==> src/rtl/sr04_scan_scheduler_if.sv <==
`default_nettype none
`timescale 1ns/1ps
// ============================================================================
//  Module      : sr04_scan_scheduler_if
//  Description : Bus bundle between the SR04 scan scheduler and its host.
//  Revision    : 1.0 - initial release
// ============================================================================
interface sr04_scan_scheduler_if;
    logic       tick_1us;
    logic       btn_r;
    logic       auto_en;
    logic [3:0] sens_en;
    logic [3:0] echo;
    logic [3:0] trigger;
    logic       busy;
    logic       dist_valid;
    logic [1:0] dist_id;
    logic [8:0] dist_cm;
    logic       timeout;

    modport master (
        output tick_1us, btn_r, auto_en, sens_en, echo,
        input  trigger, busy, dist_valid, dist_id, dist_cm, timeout
    );

    modport slave (
        input  tick_1us, btn_r, auto_en, sens_en, echo,
        output trigger, busy, dist_valid, dist_id, dist_cm, timeout
    );
endinterface
`default_nettype wire

==> src/rtl/sr04_scan_scheduler.sv <==
`default_nettype none
`timescale 1ns/1ps
// ============================================================================
//  Module      : sr04_scan_scheduler
//  Description : Round-robin trigger/echo scheduler for up to four HC-SR04s.
//  Revision    : 1.0 - initial release
// ============================================================================
module sr04_scan_scheduler #(
    parameter int TRIG_US    = 10,
    parameter int TIMEOUT_US = 30000,
    parameter int PERIOD_US  = 60000
) (
    input  logic                 clk,
    input  logic                 reset,
    sr04_scan_scheduler_if.slave bus
);
    localparam int CNT_MAX = (TIMEOUT_US > TRIG_US) ? TIMEOUT_US : TRIG_US;
    localparam int CW      = $clog2(CNT_MAX + 1);
    localparam int PW      = $clog2(PERIOD_US + 1);

    localparam logic [CW-1:0] c_trig_last = CW'(TRIG_US - 1);
    localparam logic [CW-1:0] c_tmo_last  = CW'(TIMEOUT_US - 1);
    localparam logic [PW-1:0] c_period    = PW'(PERIOD_US);
    localparam logic [8:0]    c_cm_max    = 9'd400;
    localparam logic [5:0]    c_pre_last  = 6'd57;

    typedef enum logic [2:0] {
        IDLE      = 3'd0,
        TRIG      = 3'd1,
        WAIT_ECHO = 3'd2,
        MEASURE   = 3'd3,
        DONE      = 3'd4,
        HOLDOFF   = 3'd5
    } state_t;

    state_t        state_q, state_d;
    logic          pending_q, pending_d;
    logic [1:0]    last_id_q, last_id_d;
    logic [CW-1:0] cnt_q, cnt_d;
    logic [5:0]    pre_q, pre_d;
    logic [8:0]    cm_q, cm_d;
    logic [PW-1:0] period_q, period_d;
    logic [3:0]    trigger_q, trigger_d;
    logic          busy_q, busy_d;
    logic          dist_valid_q, dist_valid_d;
    logic [1:0]    dist_id_q, dist_id_d;
    logic [8:0]    dist_cm_q, dist_cm_d;
    logic          timeout_q, timeout_d;

    logic [1:0]    w_sel_id;
    logic [1:0]    w_probe;
    logic          w_echo_sel;

    // Walk downward so the nearest enabled index above last_id wins.
    always_comb begin
        w_sel_id = last_id_q;
        w_probe  = 2'd0;
        for (int k = 4; k >= 1; k--) begin
            w_probe = last_id_q + 2'(k);
            if (bus.sens_en[w_probe]) w_sel_id = w_probe;
        end
    end

    assign w_echo_sel = bus.echo[last_id_q];

    always_comb begin
        state_d      = state_q;
        pending_d    = pending_q;
        last_id_d    = last_id_q;
        cnt_d        = cnt_q;
        pre_d        = pre_q;
        cm_d         = cm_q;
        period_d     = period_q;
        dist_valid_d = 1'b0;
        dist_id_d    = dist_id_q;
        dist_cm_d    = dist_cm_q;
        timeout_d    = timeout_q;

        if (bus.auto_en)    pending_d = 1'b0;
        else if (bus.btn_r) pending_d = 1'b1;

        // Period runs from trigger start and saturates so HOLDOFF can compare.
        if (state_q != IDLE && bus.tick_1us && period_q != c_period)
            period_d = period_q + 1'b1;

        case (state_q)
            IDLE: begin
                if (bus.sens_en == 4'd0) begin
                    pending_d = 1'b0;
                end else if (bus.auto_en || pending_q) begin
                    state_d   = TRIG;
                    pending_d = 1'b0;
                    last_id_d = w_sel_id;
                    cnt_d     = '0;
                    period_d  = '0;
                end
            end
            TRIG: begin
                if (bus.tick_1us) begin
                    if (cnt_q == c_trig_last) begin
                        state_d = WAIT_ECHO;
                        cnt_d   = '0;
                    end else begin
                        cnt_d = cnt_q + 1'b1;
                    end
                end
            end
            WAIT_ECHO: begin
                if (w_echo_sel) begin
                    state_d = MEASURE;
                    cnt_d   = '0;
                    pre_d   = '0;
                    cm_d    = '0;
                end else if (bus.tick_1us) begin
                    if (cnt_q == c_tmo_last) begin
                        state_d      = DONE;
                        dist_valid_d = 1'b1;
                        dist_id_d    = last_id_q;
                        dist_cm_d    = 9'd0;
                        timeout_d    = 1'b1;
                    end else begin
                        cnt_d = cnt_q + 1'b1;
                    end
                end
            end
            MEASURE: begin
                if (!w_echo_sel) begin
                    state_d      = DONE;
                    dist_valid_d = 1'b1;
                    dist_id_d    = last_id_q;
                    dist_cm_d    = cm_q;
                    timeout_d    = 1'b0;
                end else if (bus.tick_1us) begin
                    if (cnt_q == c_tmo_last) begin
                        state_d      = DONE;
                        dist_valid_d = 1'b1;
                        dist_id_d    = last_id_q;
                        dist_cm_d    = c_cm_max;
                        timeout_d    = 1'b1;
                    end else begin
                        cnt_d = cnt_q + 1'b1;
                        if (pre_q == c_pre_last) begin
                            pre_d = '0;
                            if (cm_q != c_cm_max) cm_d = cm_q + 9'd1;
                        end else begin
                            pre_d = pre_q + 6'd1;
                        end
                    end
                end
            end
            DONE: begin
                state_d = HOLDOFF;
            end
            HOLDOFF: begin
                if (period_q >= c_period) state_d = IDLE;
            end
            default: begin
                state_d = IDLE;
            end
        endcase

        trigger_d = (state_d == TRIG) ? (4'b0001 << last_id_d) : 4'b0000;
        busy_d    = (state_d != IDLE);
    end

    always_ff @(posedge clk) begin
        if (reset) begin
            state_q      <= IDLE;
            pending_q    <= 1'b0;
            last_id_q    <= 2'd3;
            cnt_q        <= '0;
            pre_q        <= '0;
            cm_q         <= '0;
            period_q     <= '0;
            trigger_q    <= 4'd0;
            busy_q       <= 1'b0;
            dist_valid_q <= 1'b0;
            dist_id_q    <= 2'd0;
            dist_cm_q    <= 9'd0;
            timeout_q    <= 1'b0;
        end else begin
            state_q      <= state_d;
            pending_q    <= pending_d;
            last_id_q    <= last_id_d;
            cnt_q        <= cnt_d;
            pre_q        <= pre_d;
            cm_q         <= cm_d;
            period_q     <= period_d;
            trigger_q    <= trigger_d;
            busy_q       <= busy_d;
            dist_valid_q <= dist_valid_d;
            dist_id_q    <= dist_id_d;
            dist_cm_q    <= dist_cm_d;
            timeout_q    <= timeout_d;
        end
    end

    assign bus.trigger    = trigger_q;
    assign bus.busy       = busy_q;
    assign bus.dist_valid = dist_valid_q;
    assign bus.dist_id    = dist_id_q;
    assign bus.dist_cm    = dist_cm_q;
    assign bus.timeout    = timeout_q;
endmodule
`default_nettype wire
==> src/flat_wrapper.sv <==
// flat-port wrapper written by rule: the top's interface ports become plain ports
module sr04_scan_scheduler_flat 
#(
    parameter int TRIG_US    = 10,
    parameter int TIMEOUT_US = 30000,
    parameter int PERIOD_US  = 60000
)
  (clk, reset, bus_tick_1us, bus_btn_r, bus_auto_en, bus_sens_en, bus_echo, bus_trigger, bus_busy, bus_dist_valid, bus_dist_id, bus_dist_cm, bus_timeout);
  sr04_scan_scheduler_if bus_i ();
  input  logic clk;
  input  logic reset;
  input wire logic [$bits(bus_i.tick_1us)-1:0] bus_tick_1us;
  input wire logic [$bits(bus_i.btn_r)-1:0] bus_btn_r;
  input wire logic [$bits(bus_i.auto_en)-1:0] bus_auto_en;
  input wire logic [$bits(bus_i.sens_en)-1:0] bus_sens_en;
  input wire logic [$bits(bus_i.echo)-1:0] bus_echo;
  output wire logic [$bits(bus_i.trigger)-1:0] bus_trigger;
  output wire logic [$bits(bus_i.busy)-1:0] bus_busy;
  output wire logic [$bits(bus_i.dist_valid)-1:0] bus_dist_valid;
  output wire logic [$bits(bus_i.dist_id)-1:0] bus_dist_id;
  output wire logic [$bits(bus_i.dist_cm)-1:0] bus_dist_cm;
  output wire logic [$bits(bus_i.timeout)-1:0] bus_timeout;
  assign bus_i.tick_1us = bus_tick_1us;
  assign bus_i.btn_r = bus_btn_r;
  assign bus_i.auto_en = bus_auto_en;
  assign bus_i.sens_en = bus_sens_en;
  assign bus_i.echo = bus_echo;
  assign bus_trigger = bus_i.trigger;
  assign bus_busy = bus_i.busy;
  assign bus_dist_valid = bus_i.dist_valid;
  assign bus_dist_id = bus_i.dist_id;
  assign bus_dist_cm = bus_i.dist_cm;
  assign bus_timeout = bus_i.timeout;
  sr04_scan_scheduler #(.TRIG_US(TRIG_US), .TIMEOUT_US(TIMEOUT_US), .PERIOD_US(PERIOD_US)) u_core (.clk(clk), .reset(reset), .bus(bus_i));
endmodule
==> config.mk <==
export PLATFORM = sky130hd
export DESIGN_NAME = sr04_scan_scheduler_flat
export DESIGN_NICKNAME = d
export VERILOG_FILES = /design/src/rtl/sr04_scan_scheduler_if.sv /design/src/rtl/sr04_scan_scheduler.sv /design/src/flat_wrapper.sv
export SDC_FILE = /design/constraint.sdc
export NUM_CORES = 1
export LEC_CHECK = 0
export CORE_MARGIN = 3
export CORE_UTILIZATION = 30
export CTS_BUF_LIST = sky130_fd_sc_hd__clkbuf_16
export CTS_CLUSTER_DIAMETER = 30
export DETAILED_ROUTE_END_ITERATION = 8
export GPL_TIMING_DRIVEN = 0
export HOLD_SLACK_MARGIN = 0.1
export PLACE_DENSITY_LB_ADDON = 0.08
export SLEW_MARGIN = 10
export SYNTH_ARGS = -nofsm -noshare
export SYNTH_HDL_FRONTEND = slang
export SYNTH_SLANG_ARGS = --single-unit
==> constraint.sdc <==
create_clock -name clk -period 3.3 [get_ports clk]
set_input_delay 0.66 -clock clk [delete_from_list [all_inputs] [get_ports clk]]
set_output_delay 0.66 -clock clk [all_outputs]
set_load 0.05 [all_outputs]
==> flow_summary.toml, run 1 <==
[min_path]
min_path_type = "reg -> reg"

[critical_path]
critical_path.reg2reg.endpoint = "u_core.bus.dist_cm[4]"
end_kind = "flop"
worstSetupPathType = "in -> reg"
timing.critical_path.from = "bus_echo[2]"
ff2ff_path_depth = 8
crit_path_to = "u_core.bus.dist_cm[4]"
critPathMaxFanout = 10
worstPathRequired_ns = 3.52
ff2ff_setup_slack_ns = 0.55
rr_startpoint = "u_core.last_id_q[0]"
worst_setup_sp_type = "input port"
arrival_ns = 3.12

[pwr]
combinationalPowerShare_pct = 10.6
clock_power_share_pct = 46.2
sw_frac_of_total_pct = 24.9
seq_power_share_pct = 43.2
cellInternalPower_uw = 1510
cellPowerDensity_nw_per_um2 = 450
power.static_leakage_uw = 0.00151
switching_pwr_uw = 499
vdd_drop_max_mv = 0.263
total_power_uw = 2010

[clock_tree]
cts_buffers = 9
cts.repair_timing.setup_buffer_count = 0
clock_path_buffers = 2
clk_latency_ns = 0.34
cts_max_level = 3
clk_pin_slew_worst_paths_ns = 0.06
cts_resized = 0
tritoncts_num_sinks = 70
post_cts_hold_buffer_count = 0
clock-root-buffer = "sky130_fd_sc_hd__clkbuf_16"
cts_tree = "built"

[final_layout]
mostFrequentLayoutCell = "sky130_fd_sc_hd__nor2_1"
antenna-diode-count = 0
layout_cells_sized_above_1_pct = 6.24
final_cell_mix = "sky130_fd_sc_hd__nor2_1 (73), sky130_fd_sc_hd__dfxtp_1 (70), sky130_fd_sc_hd__a21oi_1 (37)"
stdcell_count = 640
nFillCells = 1246
area_growth_syn_to_layout_pct = 20.5
design.final.nets = 514

[timing]
setup_repair_after_global_routing_missed_its_margin = "false"
max_freq_ghz = 0.344
max-slew-margin-rel_pct = 28.6
slew_violations = 0
finalWorstPathRequiredPeriod_ns = 2.90
setup-tns-final_ns = 0
clock-skew-final_ns = 0.00710
tightestPinTransition_ns = 1.06
setup_violations = 0
hold_fails_final_rpt = 0
final.period_utilization_pct = 88.0

[synthesis]
netlist-cell-type-count = 68
synth_nets = 473
synth_flop_cell = "sky130_fd_sc_hd__dfxtp_1"
synth.yosys.warnings = 0
post_syn_area_per_cell_um2 = 8.19
ys_seq_elements = 70
synthesis.area_um2 = 3700
synth-edff-count = 0
synth-seq-area-share_pct = 37.9
async_reset_ff_share_pct = 0
postSynthCellCount = 452

[global_route]
gr-total-overflow = 0
maximum_number_of_pins_on_one_net_before_global_route_repair = 12
first_pass_grt_wire_length_um = 16300
grt_pass1_vias = 3268
antenna_violations_before_repair = 0
total_routing_usage_gr_pct = 15.2

[floorplan]
fp-row-count = 39
start_util_pct = 31.6
standard_cell_core_area_um2 = 11700
io_pins = 31
design.die.area_um2 = 13700
die_width_um = 117
chipHeight_um = 117

[route]
drc = 0
num_vias = 3336
routed_wirelength_um = 9650
drtPass1Iterations = 5
vias_per_cell = 5.21
drt.antenna.violating_nets = 0
detail_route.wl_per_cell_um = 15.1
drt-initial-drc-count = 239

[placed_design]
place_congestion = 0.808
hpwl_um = 7060
placed_cells = 625
port_buffers = 30

[outcome]
run_status = "complete, no violations"

[run]
max_cap_violations = 0
[worst min path at each step]
stage | from | to | slack (ns) | cells after the start
2_1_floorplan | u_core.cnt_q[14] | u_core.cnt_q[14] | 0.44 | 1
3_3_place_gp | u_core.cnt_q[14] | u_core.cnt_q[14] | 0.46 | 1
3_5_place_dp | u_core.cnt_q[14] | u_core.cnt_q[14] | 0.47 | 1
4_1_cts | u_core.cnt_q[14] | u_core.cnt_q[14] | 0.48 | 1
5_1_grt | u_core.bus.dist_id[1] | u_core.bus.dist_id[1] | 0.54 | 2
6_report | u_core.cnt_q[14] | u_core.cnt_q[14] | 0.48 | 1
[final cells by class]
class	count	area [um^2]	area share, %
Sequential cell	70	1400	31.4
Clock inverter	6	55.1	1.23
Inverter	15	56.3	1.26
Buffer	19	82.6	1.85
Tap cell	143	179	4.01
Multi-Input combinational cell	348	2160	48.4
Clock buffer	9	225	5.05
Timing Repair Buffer	30	300	6.73
[metrics by stage]
stage          utilization (%)  hold WS [ns]  setup WS (ns)  cell area (um^2)
6_report                  38.1         0.482          0.396              4460
5_1_grt                   38.1         0.535          0.145              4460
4_1_cts                   38.1         0.480          0.359              4460
3_5_place_dp              35.7         0.465         0.0426              4180
3_3_place_gp              35.7         0.464         0.0201              4180
2_1_floorplan                -         0.441          0.916              3700
[kinds of logic after synthesis]
family                   count (synthesis)  synth area share, %
adder cells (fa/ha/maj)                  8                 2.71
XOR/XNOR                                25                 5.92
AND/OR/NAND/NOR                        211                 29.3
AO/OA/AOI/OAI                          100                 19.1
multiplexers                             4                 1.42
flip-flops                              70                 37.9
buffers and inverters                   34                 3.75
[critical path, cell delays in order]
cell                              delay, ns
sky130_fd_sc_hd__clkdlybuf4s50_1       0.40
sky130_fd_sc_hd__mux4_2                0.50
sky130_fd_sc_hd__buf_2                 0.22
sky130_fd_sc_hd__nor2_1                0.49
sky130_fd_sc_hd__a31oi_1               0.31
sky130_fd_sc_hd__buf_2                 0.31
sky130_fd_sc_hd__a21oi_1               0.18
sky130_fd_sc_hd__nor2_1                0.05
[flip-flops by register name (all words and copies together) (netlist names), 2 cells and up]
signal / cells
u_core.last_id_q: 2
u_core.bus.trigger: 4
u_core.cm_q: 9
u_core.cnt_q: 15
u_core.pre_q: 6
u_core.state_q: 3
u_core.bus.dist_cm: 9
u_core.bus.dist_id: 2
u_core.period_q: 16
[cell usage after synthesis (all sizes together), types with 3 or more instances]
cell	instances	share of area, %
and2	7	1.2
nand2b	10	1.7
nor4b	5	1.2
or3	3	0.51
ha	8	2.7
a31oi	9	1.5
mux2i	3	0.81
nor2b	4	0.68
or4	5	1.1
a21o	6	1.2
nor2	74	7.7
nor3	12	1.6
xnor2	14	3.3
clkbuf	15	1.5
nand4	13	2.2
inv	14	1.4
o21bai	3	0.61
nand3	12	1.6
a21oi	38	5.4
nor4	10	1.9
and3	7	1.2
xor2	11	2.6
a22oi	6	1.2
o21ai	11	1.6
nand2	36	3.7
or2	4	0.68
buf	4	0.71
a211oi	3	0.61
dfxtp	70	38
[per-layer routing]
metal	part of all wire, %	up-vias	GRT usage, %
li1	-	1705	-
met1	48	1543	20.2
met2	46	74	23.3
met3	4.2	14	4.11
met4	2.0	0	6.73
met5	0	-	0
[power groups by stage]
stage / clock [uW] / sequential [uW] / combinational, uW
after floorplan: 0 / 903 / 125
after global placement: 0 / 884 / 215
after detailed placement: 0 / 884 / 215
after CTS: 960 / 866 / 216
after global routing: 992 / 867 / 234
final: 926 / 866 / 213
Power figures use the tool's default switching activity.
==> run 2: changes to the inputs <==
Settings changed: CORE_UTILIZATION 30 to 58, CTS_CLUSTER_SIZE from default to 10.
==> run 2 against run 1 <==
Die area down 46%. Clock power decreased by 1%. Clock skew is essentially flat. Total power shrank 0.54%. Routed wire length decreased by 7.0%. Hold slack improved by 0.012 ns. Maximum frequency rose by 0.26%. Sequential cell count unchanged. Cell area is 1.9% lower. Worst setup slack improved by 0.0075 ns.
==> flow_summary.toml, run 2 (same netlist as run 1, synthesis figures left out) <==
[outcome]
run_status = "complete, no violations"

[floorplan]
standard_cell_core_area_um2 = 6060
start_util_pct = 61.0
io_pins = 31
fp-row-count = 28
die_width_um = 85.9
chipHeight_um = 85.9
design.die.area_um2 = 7370

[timing]
max_freq_ghz = 0.345
hold_fails_final_rpt = 0
clock-skew-final_ns = 0.00678
setup-tns-final_ns = 0
max-slew-margin-rel_pct = 26.4
tightestPinTransition_ns = 1.09
finalWorstSetupSlack_ns = 0.403
slew_violations = 0
final.period_utilization_pct = 87.8
finalWorstPathRequiredPeriod_ns = 2.90
setup_repair_after_global_routing_missed_its_margin = "false"
setup_violations = 0

[final_layout]
final_cell_mix = "sky130_fd_sc_hd__nor2_1 (73), sky130_fd_sc_hd__dfxtp_1 (70), sky130_fd_sc_hd__a21oi_1 (37)"
antenna-diode-count = 0
largest_register_ffs = 16
finalInstanceArea_um2 = 4380
layout_cells_sized_above_1_pct = 6.22
mostFrequentLayoutCell = "sky130_fd_sc_hd__nor2_1"
largestRegisters = "u_core.period_q (16), u_core.cnt_q (15)"
area_growth_syn_to_layout_pct = 18.3
design.final.nets = 514
biggest_register = "u_core.period_q"

[critical_path]
timing.critical_path.from = "bus_echo[3]"
worstPathRequired_ns = 3.50
end_kind = "flop"
worst_setup_sp_type = "input port"
arrival_ns = 3.10
ff2ff_path_depth = 8
critPathMaxFanout = 10
worstSetupPathType = "in -> reg"
rr_startpoint = "u_core.last_id_q[0]"

[route]
drtPass1Iterations = 4
detail_route.wl_per_cell_um = 15.7
num_vias = 3517
vias_per_cell = 6.14
drc = 0
drt-initial-drc-count = 225
drt.antenna.violating_nets = 0
routed_wirelength_um = 8980

[clock_tree]
cts_tree = "built"
clk_latency_ns = 0.33
clk_pin_slew_worst_paths_ns = 0.05
cts_resized = 0
clock_path_buffers = 2
tritoncts_num_sinks = 70
post_cts_hold_buffer_count = 0
cts.repair_timing.setup_buffer_count = 0
cts_buffers = 9
clock-root-buffer = "sky130_fd_sc_hd__clkbuf_16"
cts_max_level = 3

[placed_design]
placed_area_um2 = 4090
preCtsSetupSlack_ns = 0.0743
port_buffers = 30
place_congestion = 0.923
hpwl_um = 6540

[global_route]
grt_pass1_vias = 3345
total_routing_usage_gr_pct = 25.8
maximum_number_of_pins_on_one_net_before_global_route_repair = 12
gr-total-overflow = 0
first_pass_grt_wire_length_um = 15500
antenna_violations_before_repair = 0

[min_path]
timing.hold.worst_path_depth = 2
min_path_type = "reg -> reg"
worst_hold_startpoint = "u_core.bus.dist_cm[4]"

[run]
max_cap_violations = 0

[pwr]
power.static_leakage_uw = 0.00151
total_power_uw = 1990
cellPowerDensity_nw_per_um2 = 456
vdd_drop_max_mv = 0.303
run 2: cell types whose count changed in the layout (fill, tap and decap cells not counted):
cell and change:
sky130_fd_sc_hd__clkinv_4 -1, sky130_fd_sc_hd__inv_1 +1, sky130_fd_sc_hd__clkinvlp_4 +1
run 2: power breakdown:
part	total (uW)	internal (uW)	switching [uW]	leakage (uW)
registers	866	858	7.81	0.000565
clock network	916	572	343	0.000143
logic	213	76.5	136	0.000804
total	1990	1510	488	0.00151
run 2: final timing paths:
check,slack (ns),to
min,0.49,u_core.bus.dist_cm[4]
max reg2reg,0.59,u_core.bus.dist_cm[1]
max,0.40,u_core.bus.dist_cm[1]
min reg2reg,0.49,u_core.bus.dist_cm[4]
run 2: stage by stage:
step                      std cells  util, %  hold slack, ns
final                           573     72.2           0.494
after global routing            573     72.2           0.541
after CTS                       573     72.2           0.504
after detailed placement        557     67.5           0.475
after global placement          557     67.5           0.454
after floorplan                 452        -           0.441
run 2: cell type report:
type                            instances  area [um^2]
Fill cell                             500         1680
Sequential cell                        70         1400
Tap cell                               75         93.8
Inverter                               15         56.3
Timing Repair Buffer                   30          300
Clock buffer                            9          225
Multi-Input combinational cell        348         2160
Clock inverter                          7         57.6
Buffer                                 19         82.6
run 2: worst max-delay path: stages:
cell,delay (ns)
sky130_fd_sc_hd__clkdlybuf4s50_1,0.40
sky130_fd_sc_hd__mux4_2,0.51
sky130_fd_sc_hd__buf_2,0.22
sky130_fd_sc_hd__nor2_1,0.47
sky130_fd_sc_hd__a31oi_1,0.30
sky130_fd_sc_hd__buf_2,0.32
sky130_fd_sc_hd__a22oi_1,0.17
sky130_fd_sc_hd__nor2_1,0.05
run 2: layer usage:
| layer | GRT usage (%) | routed length (um) | part of all wire, % | up-vias |
|---|---|---|---|---|
| met4 | 9.35 | 117 | 1.3 | 0 |
| met3 | 5.09 | 566 | 6.3 | 13 |
| met1 | 34.8 | 4040 | 45 | 1686 |
| met2 | 41.0 | 4250 | 47 | 103 |
| met5 | 0 | 0 | 0 | - |
| li1 | - | - | - | 1715 |
